File: src/rtl/twiddle_rotator_if.sv
// twiddle_rotator_if: streaming sample-in / result-out bundle for the twiddle
// rotator. The slave modport is the rotator's view; master is the view of the
// address sequencer and butterfly stage around it.
interface twiddle_rotator_if #(
  parameter int TAG_W = 8
);
  logic                    in_valid;
  logic                    in_ready;
  logic        [2:0]       in_stage;
  logic        [6:0]       in_index;
  logic                    in_inverse;
  logic signed [15:0]      in_br;
  logic signed [15:0]      in_bi;
  logic        [TAG_W-1:0] in_tag;
  logic                    out_valid;
  logic                    out_ready;
  logic signed [15:0]      out_re;
  logic signed [15:0]      out_im;
  logic        [TAG_W-1:0] out_tag;
  logic                    out_sat;

  modport slave (
    input  in_valid, in_stage, in_index, in_inverse, in_br, in_bi, in_tag, out_ready,
    output in_ready, out_valid, out_re, out_im, out_tag, out_sat
  );

  modport master (
    output in_valid, in_stage, in_index, in_inverse, in_br, in_bi, in_tag, out_ready,
    input  in_ready, out_valid, out_re, out_im, out_tag, out_sat
  );
endinterface

File: src/rtl/twiddle_rotator.sv
// twiddle_rotator: multiplies a butterfly lower-leg sample B by W_256^k (or by
// conj(W) for the inverse transform), rounds half-up back to Q15 and streams the
// result through a 3-stage valid/ready pipeline at one sample per clock.
// Build option: define TWIDDLE_ROTATOR_SAT_EN to clip out-of-range results and
// flag them on out_sat; otherwise results wrap and out_sat stays 0.
module twiddle_rotator #(
  parameter int TAG_W = 8
) (
  input  logic             clk,
  input  logic             reset,
  twiddle_rotator_if.slave bus
);

  // Quarter-wave sine, QSIN[m] = round(32767*sin(2*pi*m/256)), m = 0..64.
  // The full 128-entry cos/-sin table is folded onto this by symmetry.
  localparam logic signed [15:0] QSIN [0:64] = '{
    16'sd0,     16'sd804,   16'sd1608,  16'sd2410,  16'sd3212,  16'sd4011,  16'sd4808,  16'sd5602,
    16'sd6393,  16'sd7179,  16'sd7962,  16'sd8739,  16'sd9512,  16'sd10278, 16'sd11039, 16'sd11793,
    16'sd12539, 16'sd13279, 16'sd14010, 16'sd14732, 16'sd15446, 16'sd16151, 16'sd16846, 16'sd17530,
    16'sd18204, 16'sd18868, 16'sd19519, 16'sd20159, 16'sd20787, 16'sd21403, 16'sd22005, 16'sd22594,
    16'sd23170, 16'sd23731, 16'sd24279, 16'sd24811, 16'sd25329, 16'sd25832, 16'sd26319, 16'sd26790,
    16'sd27245, 16'sd27683, 16'sd28105, 16'sd28510, 16'sd28898, 16'sd29268, 16'sd29621, 16'sd29956,
    16'sd30273, 16'sd30571, 16'sd30852, 16'sd31113, 16'sd31356, 16'sd31580, 16'sd31785, 16'sd31971,
    16'sd32137, 16'sd32285, 16'sd32412, 16'sd32521, 16'sd32609, 16'sd32678, 16'sd32728, 16'sd32757,
    16'sd32767
  };

  // k = (j mod 2^s) << (7 - s); the mask keeps the low s bits of j.
  function automatic logic [6:0] twiddle_addr(input logic [2:0] s, input logic [6:0] j);
    logic [6:0] mask;
    mask = 7'h7f >> (3'd7 - s);
    return (j & mask) << (3'd7 - s);
  endfunction

  // Returns {wr, wi} = {cos, -sin} of 2*pi*k/256. For k > 64 the angle is in the
  // second quadrant: cos goes negative and sin mirrors about k = 64.
  function automatic logic [31:0] twiddle_lut(input logic [6:0] k);
    logic signed [15:0] wr;
    logic signed [15:0] wi;
    if (k <= 7'd64) begin
      wr = QSIN[7'd64 - k];
      wi = -QSIN[k];
    end else begin
      wr = -QSIN[k - 7'd64];
      wi = -QSIN[7'd0 - k];
    end
    return {wr, wi};
  endfunction

  // Round half-up to Q15; returns {clipped, value}.
  function automatic logic [16:0] round_sat(input logic signed [32:0] acc);
`ifdef TWIDDLE_ROTATOR_SAT_EN
    logic signed [32:0] r;
    r = (acc + 33'sd16384) >>> 15;
    if (r > 33'sd32767)       return {1'b1, 16'h7fff};
    else if (r < -33'sd32768) return {1'b1, 16'h8000};
    else                      return {1'b0, r[15:0]};
`else
    return {1'b0, 16'((acc + 33'sd16384) >>> 15)};
`endif
  endfunction

  logic                    stall;
  logic                    adv;
  logic                    vld_p1_q, vld_p2_q, vld_p3_q;
  logic signed [15:0]      wr_p1_q, wi_p1_q, br_p1_q, bi_p1_q;
  logic        [TAG_W-1:0] tag_p1_q, tag_p2_q, tag_p3_q;
  logic signed [31:0]      prr_p2_q, pii_p2_q, pri_p2_q, pir_p2_q;
  logic signed [15:0]      re_p3_q, im_p3_q;
  logic                    sat_p3_q;

  logic        [6:0]       k_d;
  logic        [31:0]      w_d;
  logic signed [15:0]      wr_d, wi_d;
  logic signed [32:0]      acc_re, acc_im;
  logic        [16:0]      res_re, res_im;
  logic signed [15:0]      re_d, im_d;
  logic                    sat_d;

  // A held result freezes the whole pipeline, bubbles included.
  assign stall        = vld_p3_q & ~bus.out_ready;
  assign adv          = ~stall;
  assign bus.in_ready = adv;

  // Stage 0 -> P1: address, table lookup, conjugate for inverse mode.
  always_comb begin
    k_d  = twiddle_addr(bus.in_stage, bus.in_index);
    w_d  = twiddle_lut(k_d);
    wr_d = w_d[31:16];
    wi_d = bus.in_inverse ? -$signed(w_d[15:0]) : $signed(w_d[15:0]);
  end

  // Valid bits advance together and clear on reset.
  always_ff @(posedge clk) begin
    if (reset) begin
      vld_p1_q <= 1'b0;
      vld_p2_q <= 1'b0;
      vld_p3_q <= 1'b0;
    end else if (adv) begin
      vld_p1_q <= bus.in_valid;
      vld_p2_q <= vld_p1_q;
      vld_p3_q <= vld_p2_q;
    end
  end

  // P1 and P2 data registers; P1 -> P2 forms the four partial products.
  always_ff @(posedge clk) begin
    if (adv) begin
      wr_p1_q  <= wr_d;
      wi_p1_q  <= wi_d;
      br_p1_q  <= bus.in_br;
      bi_p1_q  <= bus.in_bi;
      tag_p1_q <= bus.in_tag;
      prr_p2_q <= br_p1_q * wr_p1_q;
      pii_p2_q <= bi_p1_q * wi_p1_q;
      pri_p2_q <= br_p1_q * wi_p1_q;
      pir_p2_q <= bi_p1_q * wr_p1_q;
      tag_p2_q <= tag_p1_q;
    end
  end

  // P2 -> P3: complex sums in 33 bits, then round and clip/wrap.
  always_comb begin
    acc_re = 33'(prr_p2_q) - 33'(pii_p2_q);
    acc_im = 33'(pri_p2_q) + 33'(pir_p2_q);
    res_re = round_sat(acc_re);
    res_im = round_sat(acc_im);
    re_d   = res_re[15:0];
    im_d   = res_im[15:0];
    sat_d  = res_re[16] | res_im[16];
  end

  // P3 output registers, cleared on reset so the bus idles at zero.
  always_ff @(posedge clk) begin
    if (reset) begin
      re_p3_q  <= '0;
      im_p3_q  <= '0;
      tag_p3_q <= '0;
      sat_p3_q <= 1'b0;
    end else if (adv) begin
      re_p3_q  <= re_d;
      im_p3_q  <= im_d;
      tag_p3_q <= tag_p2_q;
      sat_p3_q <= sat_d;
    end
  end

  assign bus.out_valid = vld_p3_q;
  assign bus.out_re    = re_p3_q;
  assign bus.out_im    = im_p3_q;
  assign bus.out_tag   = tag_p3_q;
  assign bus.out_sat   = sat_p3_q;

endmodule
File: src/flat_wrapper.sv
// flat-port wrapper written by rule: the top's interface ports become plain ports
module twiddle_rotator_flat 
#(
  parameter int TAG_W = 8
)
  (clk, reset, bus_in_valid, bus_in_stage, bus_in_index, bus_in_inverse, bus_in_br, bus_in_bi, bus_in_tag, bus_out_ready, bus_in_ready, bus_out_valid, bus_out_re, bus_out_im, bus_out_tag, bus_out_sat);
  twiddle_rotator_if #(.TAG_W(TAG_W)) bus_i ();
  input  logic clk;
  input  logic reset;
  input wire logic [$bits(bus_i.in_valid)-1:0] bus_in_valid;
  input wire logic [$bits(bus_i.in_stage)-1:0] bus_in_stage;
  input wire logic [$bits(bus_i.in_index)-1:0] bus_in_index;
  input wire logic [$bits(bus_i.in_inverse)-1:0] bus_in_inverse;
  input wire logic [$bits(bus_i.in_br)-1:0] bus_in_br;
  input wire logic [$bits(bus_i.in_bi)-1:0] bus_in_bi;
  input wire logic [$bits(bus_i.in_tag)-1:0] bus_in_tag;
  input wire logic [$bits(bus_i.out_ready)-1:0] bus_out_ready;
  output wire logic [$bits(bus_i.in_ready)-1:0] bus_in_ready;
  output wire logic [$bits(bus_i.out_valid)-1:0] bus_out_valid;
  output wire logic [$bits(bus_i.out_re)-1:0] bus_out_re;
  output wire logic [$bits(bus_i.out_im)-1:0] bus_out_im;
  output wire logic [$bits(bus_i.out_tag)-1:0] bus_out_tag;
  output wire logic [$bits(bus_i.out_sat)-1:0] bus_out_sat;
  assign bus_i.in_valid = bus_in_valid;
  assign bus_i.in_stage = bus_in_stage;
  assign bus_i.in_index = bus_in_index;
  assign bus_i.in_inverse = bus_in_inverse;
  assign bus_i.in_br = bus_in_br;
  assign bus_i.in_bi = bus_in_bi;
  assign bus_i.in_tag = bus_in_tag;
  assign bus_i.out_ready = bus_out_ready;
  assign bus_in_ready = bus_i.in_ready;
  assign bus_out_valid = bus_i.out_valid;
  assign bus_out_re = bus_i.out_re;
  assign bus_out_im = bus_i.out_im;
  assign bus_out_tag = bus_i.out_tag;
  assign bus_out_sat = bus_i.out_sat;
  twiddle_rotator #(.TAG_W(TAG_W)) u_core (.clk(clk), .reset(reset), .bus(bus_i));
endmodule
File: config.mk
export PLATFORM = sky130hd
export DESIGN_NAME = twiddle_rotator_flat
export DESIGN_NICKNAME = d
export VERILOG_FILES = /design/src/rtl/twiddle_rotator_if.sv /design/src/rtl/twiddle_rotator.sv /design/src/flat_wrapper.sv
export SDC_FILE = /design/constraint.sdc
export NUM_CORES = 2
export LEC_CHECK = 0
export BUFFER_PORTS_ARGS = -buffer_cell sky130_fd_sc_hd__buf_2
export CAP_MARGIN = 20
export CORE_ASPECT_RATIO = 1.25
export CORE_UTILIZATION = 60
export CTS_CLUSTER_DIAMETER = 80
export DETAILED_ROUTE_END_ITERATION = 6
export PLACE_DENSITY = 0.82
export SLEW_MARGIN = 20
export SYNTH_ARGS = -nofsm -noshare
export SYNTH_HDL_FRONTEND = slang
export SYNTH_SLANG_ARGS = --single-unit
File: constraint.sdc
create_clock -name clk -period 8.74 [get_ports clk]
set_input_delay 1.311 -clock clk [delete_from_list [all_inputs] [get_ports clk]]
set_output_delay 1.311 -clock clk [all_outputs]
set_load 0.03 [all_outputs]
Word-level counts from Yosys, hierarchy flattened
Memories as Yosys holds them, arrays and structs flattened.
Index checks and enable logic that the tools add are counted.
- $lt $le $gt $ge: 5
- $mul: 4
- add/subtract/negate cells: 12
- bitwise operators: 8
- shifts and indexed selects: 2
- mux-type cells: 11
- operators with widths (operator ; number):
    16-bit 2-to-1 mux ; 11
    16-bit by 16-bit multiplier with 31-bit output ; 4
    16-bit negator ; 4
    31-bit by 16-bit adder with 31-bit output (second input constant) ; 2
    8-bit greater-or-equal comparator (second input constant) ; 4
    7-bit inverter with 8-bit output ; 4
    31-bit adder ; 1
    31-bit subtractor ; 1
    7-bit AND ; 1
    7-bit less-or-equal comparator (second input constant) ; 1
    7-bit by 3-bit << shifter with 7-bit output ; 1
    7-bit by 3-bit >> shifter with 7-bit output (first input constant) ; 1
    1-bit by 7-bit subtractor with 7-bit output (first input constant) ; 1
    7-bit subtractor (first input constant) ; 1
    7-bit subtractor (second input constant) ; 1
    3-bit subtractor (first input constant) ; 1
    1-bit inverter ; 2
    1-bit AND ; 1
- ROM bits: 8192
- memories: 4
- logic and storage cells: 62
- input port bits: 55
- output and inout bits: 43
- bits in registers: 247
- memories (name ; depth ; width ; read ports ; clocked after Yosys merged registers in ; write ports ; RTL line ; source):
    (no name shown) ; 128 ; 16 ; 1 ; 0 ; 0 ; twiddle_rotator.sv:45 ; wi = -QSIN[7'd0 - k];
    (no name shown) ; 128 ; 16 ; 1 ; 0 ; 0 ; twiddle_rotator.sv:44 ; wr = -QSIN[k - 7'd64];
    (no name shown) ; 128 ; 16 ; 1 ; 0 ; 0 ; twiddle_rotator.sv:42 ; wi = -QSIN[k];
    (no name shown) ; 128 ; 16 ; 1 ; 0 ; 0 ; twiddle_rotator.sv:41 ; wr = QSIN[7'd64 - k];

Logic depth before layout (Yosys ltp)
- depth after elaboration: 13
- mapped depth: 27

Least setup slack after synthesis
OpenSTA, ideal clock, no wires.
- path type: input to output
- from: in bus_out_ready
- to: out bus_in_ready
- setup slack: -0.099 ns
- data arrival time: 7.528 ns
- cell stages on the path: 4
- path buffers: 2
- cell sequence: nor2b_1 -> clkbuf_1 -> inv_2 -> buf_1
- cells in the longest elaborated chain, start to end: 3
- RTL lines (what ; RTL line ; source):
    start, declared ; flat_wrapper.sv:17 ; input wire logic [$bits(bus_i.out_ready)-1:0] bus_out_ready;
    1-bit inverter ; twiddle_rotator.sv:81 ; assign stall = vld_p3_q & ~bus.out_ready;
    1-bit AND ; twiddle_rotator.sv:81 ;
    1-bit inverter ; twiddle_rotator.sv:82 ; assign adv = ~stall;
    end, declared ; flat_wrapper.sv:18 ; output wire logic [$bits(bus_i.in_ready)-1:0] bus_in_ready;
Every way passes these cells.

Final worst setup path
- from: reg u_core.wr_p1_q[4]
- to: reg u_core.pir_p2_q[30], data pin
- cells in the longest elaborated chain, start to end: 1
- RTL lines (what ; RTL line ; source):
    start, declared ; twiddle_rotator.sv:66 ; logic signed [15:0] wr_p1_q, wi_p1_q, br_p1_q, bi_p1_q;
    start signal, assigned ; twiddle_rotator.sv:109 ; wr_p1_q <= wr_d;
    16-bit by 16-bit multiplier with 31-bit output ; twiddle_rotator.sv:117 ; pir_p2_q <= bi_p1_q * wr_p1_q;
    end signal, assigned ; twiddle_rotator.sv:117 ;
    end, declared ; twiddle_rotator.sv:68 ; logic signed [31:0] prr_p2_q, pii_p2_q, pri_p2_q, pir_p2_q;
Every way passes these cells.
A chain may end at the register's enable or synchronous reset.

==> results.yml <==
run_status:
  outcome: "finished clean"
cells_and_area:
  layout.nets: 7174
  multi_input_area_sq_um: 41000
  fillCellCount: 6950
  drive_gt1_frac: 0.0598
  syn2layout_area_growth_pct: 5.25
  final-seq-area_sq_um: 6990
  n_antenna_cell: 0
setup_path:
  required_ps: 9090
  path_common_cell: "fa_1"
  critPathMaxFanout: 32
  critPathSlowestCell: "edfxtp_1"
  crit_path_cell_trace: "nand2_1 -> fa_1 -> inv_1 -> fa_1 -> ha_1 -> fa_1 -> inv_1 -> fa_1 -> fa_1 -> inv_1 -> ha_1 -> a2111oi_0 -> o31ai_1 -> a2111oi_1 -> o311ai_0 -> nand3_1 -> nand3_1 -> o311ai_0 -> a21oi_1 -> o21a_1 -> nor2_1 -> xnor2_1"
  cp-end-kind: "register"
  cp-start-kind: "register"
  cpPeakStageDelay_ps: 1030
  critical-path-top-delay-family: "compound AO/OA/AOI/OAI gates"
  crit_buf_inv: 3
  arrival_ps: 8380
  path_class: "reg2reg"
placed_design:
  io_buffers: 96
  gp_congestion: 0.973
  dp_hpwl_mm: 115
yosys:
  ys.flop_type: "edfxtp_1"
  synth_cell_types: 118
  yosysMostFrequentCell: "inv_1"
  ys_warn_count: 0
  avgSynthCellArea_sq_um: 9.44
  syn_nets: 7217
  ys_seq_elements: 247
  synth-seq-area-share: 0.130
  syn_inst: 5682
  syn-cell-area_sq_um: 53600
  synthTopCellsByArea: "fa_1, edfxtp_1, ha_1"
  synth_common_cells: "inv_1, fa_1, nand2_1, and2_1, ha_1"
  synth_top_cell_by_area: "fa_1"
  yosys.area.top_type_share: 0.382
  synth_edf_count: 204
  synth_async_sr_flop_share: 0
clock_network:
  cts_inserted_buffers: 35
  clk_pin_slew_ps: 60
  cts-root-buf: "clkbuf_16"
  cts_buffer_depth: 3
  cts_tree: "yes"
  cts_max_level: 2
  cts.repair.resized: 0
  clk_latency_ps: 590
  cts_hold_buffers: 0
  post_cts_buffers: 0
  cts_sinks: 247
run:
  max_cap_viol_count: 0
drt:
  ant_nets: 0
  vias: 40100
  wirelength_mm: 144
  via_per_inst: 5.86
  drcViolationCount: 0
  drt_iter0_markers: 3159
  avgRoutedWirePerCell_microns: 21.0
  dr.pass1.iters: 6
global_routing:
  grt_max_degree: 101
  grt_pass1_vias: 43600
  grt_pass1_wl_mm: 231
  grt_usage: 0.329
  overflow: 0
  antenna_found_initial: 0
die:
  start_util: 0.606
  die_y_microns: 336
  fp-row-count: 122
  die_area_sq_um: 90600
  ios: 98
  die_x_microns: 269
  core_sq_um: 88500
sta:
  worst_pin_slew_ps: 1220
  fin_crit_ps: 8040
  setup_viol: 0
  relSlewSlack: 0.185
  skew_ps: 31.3
  fmax_mhz: 124
  maxSlewViolCount: 0
  hold_slack_ps: 419
  grt_setup_unrepaired: "false"
  tns_ps: 0
  period_share: 0.920
  finalHoldViolations: 0
worst_hold_path:
  hp-class: "reg2reg"
layer usage:
layer / vias to the layer above / global-route usage / share of wire
li1: 17600 / - / -
met3: 598 / 0.0461 / 0.069
met1: 20200 / 0.370 / 0.35
met4: 0 / 0.281 / 0.10
met5: - / 0 / 0
met2: 1764 / 0.557 / 0.48
cell usage in the layout (no fill, tap or decap), types with 16 or more instances in the layout:
cell type	netlist	routed
a211oi_1	38	38
o21bai_1	23	23
dfxtp_1	43	43
o21a_1	20	20
fa_1	1024	1024
a21oi_1	163	163
xnor2_1	157	157
and3_1	21	21
nor2_1	179	179
nor2b_1	17	16
o21ai_0	99	99
mux2i_1	20	20
a31oi_1	20	20
xor2_1	52	52
o211ai_1	34	34
clkbuf_16	0	35
nand2b_1	43	43
edfxtp_1	204	204
buf_4	16	101
nand2_1	661	661
buf_2	19	96
nor3_1	50	50
and2_1	491	491
a21o_1	45	45
nand3_1	57	57
inv_1	1174	1174
ha_1	456	456
logic make-up after synthesis:
logic type / count (synthesis) / share of synthesized area
compound gates: 622 / 0.0804
xor+xnor: 216 / 0.0365
fa+ha+maj: 1480 / 0.489
buf+inv: 1460 / 0.105
flops: 247 / 0.130
mux: 39 / 0.00945
other cells: 1 / 0.0000699
simple gates: 1617 / 0.150
state kept, by name (all words and copies together), names as in the netlist, 16 cells and up:
name / cells
u_core.pir_p2_q: 31
u_core.bus.out_im: 16
u_core.pri_p2_q: 31
u_core.wi_p1_q: 16
u_core.wr_p1_q: 16
u_core.bi_p1_q: 16
u_core.bus.out_re: 16
u_core.br_p1_q: 16
u_core.pii_p2_q: 31
u_core.prr_p2_q: 31
worst register-to-register path: cells and delay by family (launching register included):
| family | cells | cell delay [ps] |
|---|---|---|
| AOI/OAI and AO/OA | 7 | 3200 |
| adders and majority gates | 7 | 2740 |
| DFF | 1 | 1030 |
| and+or+nand+nor | 4 | 580 |
| buffers and inverters | 3 | 190 |
| xor gates and xnor gates | 1 | 70 |
through the flow:
stage | setup WS [ps] | utilization | cell area (sq um) | cells
floorplan | 463 | - | 53600 | 5682
global placement | 862 | 0.624 | 55200 | 6779
detailed placement | 706 | 0.624 | 55200 | 6779
CTS | 676 | 0.637 | 56400 | 6843
global route | 257 | 0.638 | 56400 | 6844
finish | 703 | 0.638 | 56400 | 6844
worst paths after layout:
kind	from	to	slack, ps	cells after the start
max	u_core.wr_p1_q[4]	u_core.pir_p2_q[30]	700	22
min	u_core.tag_p1_q[7]	u_core.tag_p2_q[7]	420	0
max reg2reg	u_core.wr_p1_q[4]	u_core.pir_p2_q[30]	700	22
min reg2reg	u_core.tag_p1_q[7]	u_core.tag_p2_q[7]	420	0
area by class of cell:
class | instances | share of cell area
multi-input combinational | 3975 | 0.727
sequential | 247 | 0.124
inverter | 1180 | 0.0786
tap | 1178 | 0.0261
timing repair buffer | 200 | 0.0229
clock buffer | 37 | 0.0156
clock inverter | 27 | 0.00579
Power is left out: the tool's default activity adds up to more than one toggle a clock period on the data nets, which glitch-free logic cannot reach.
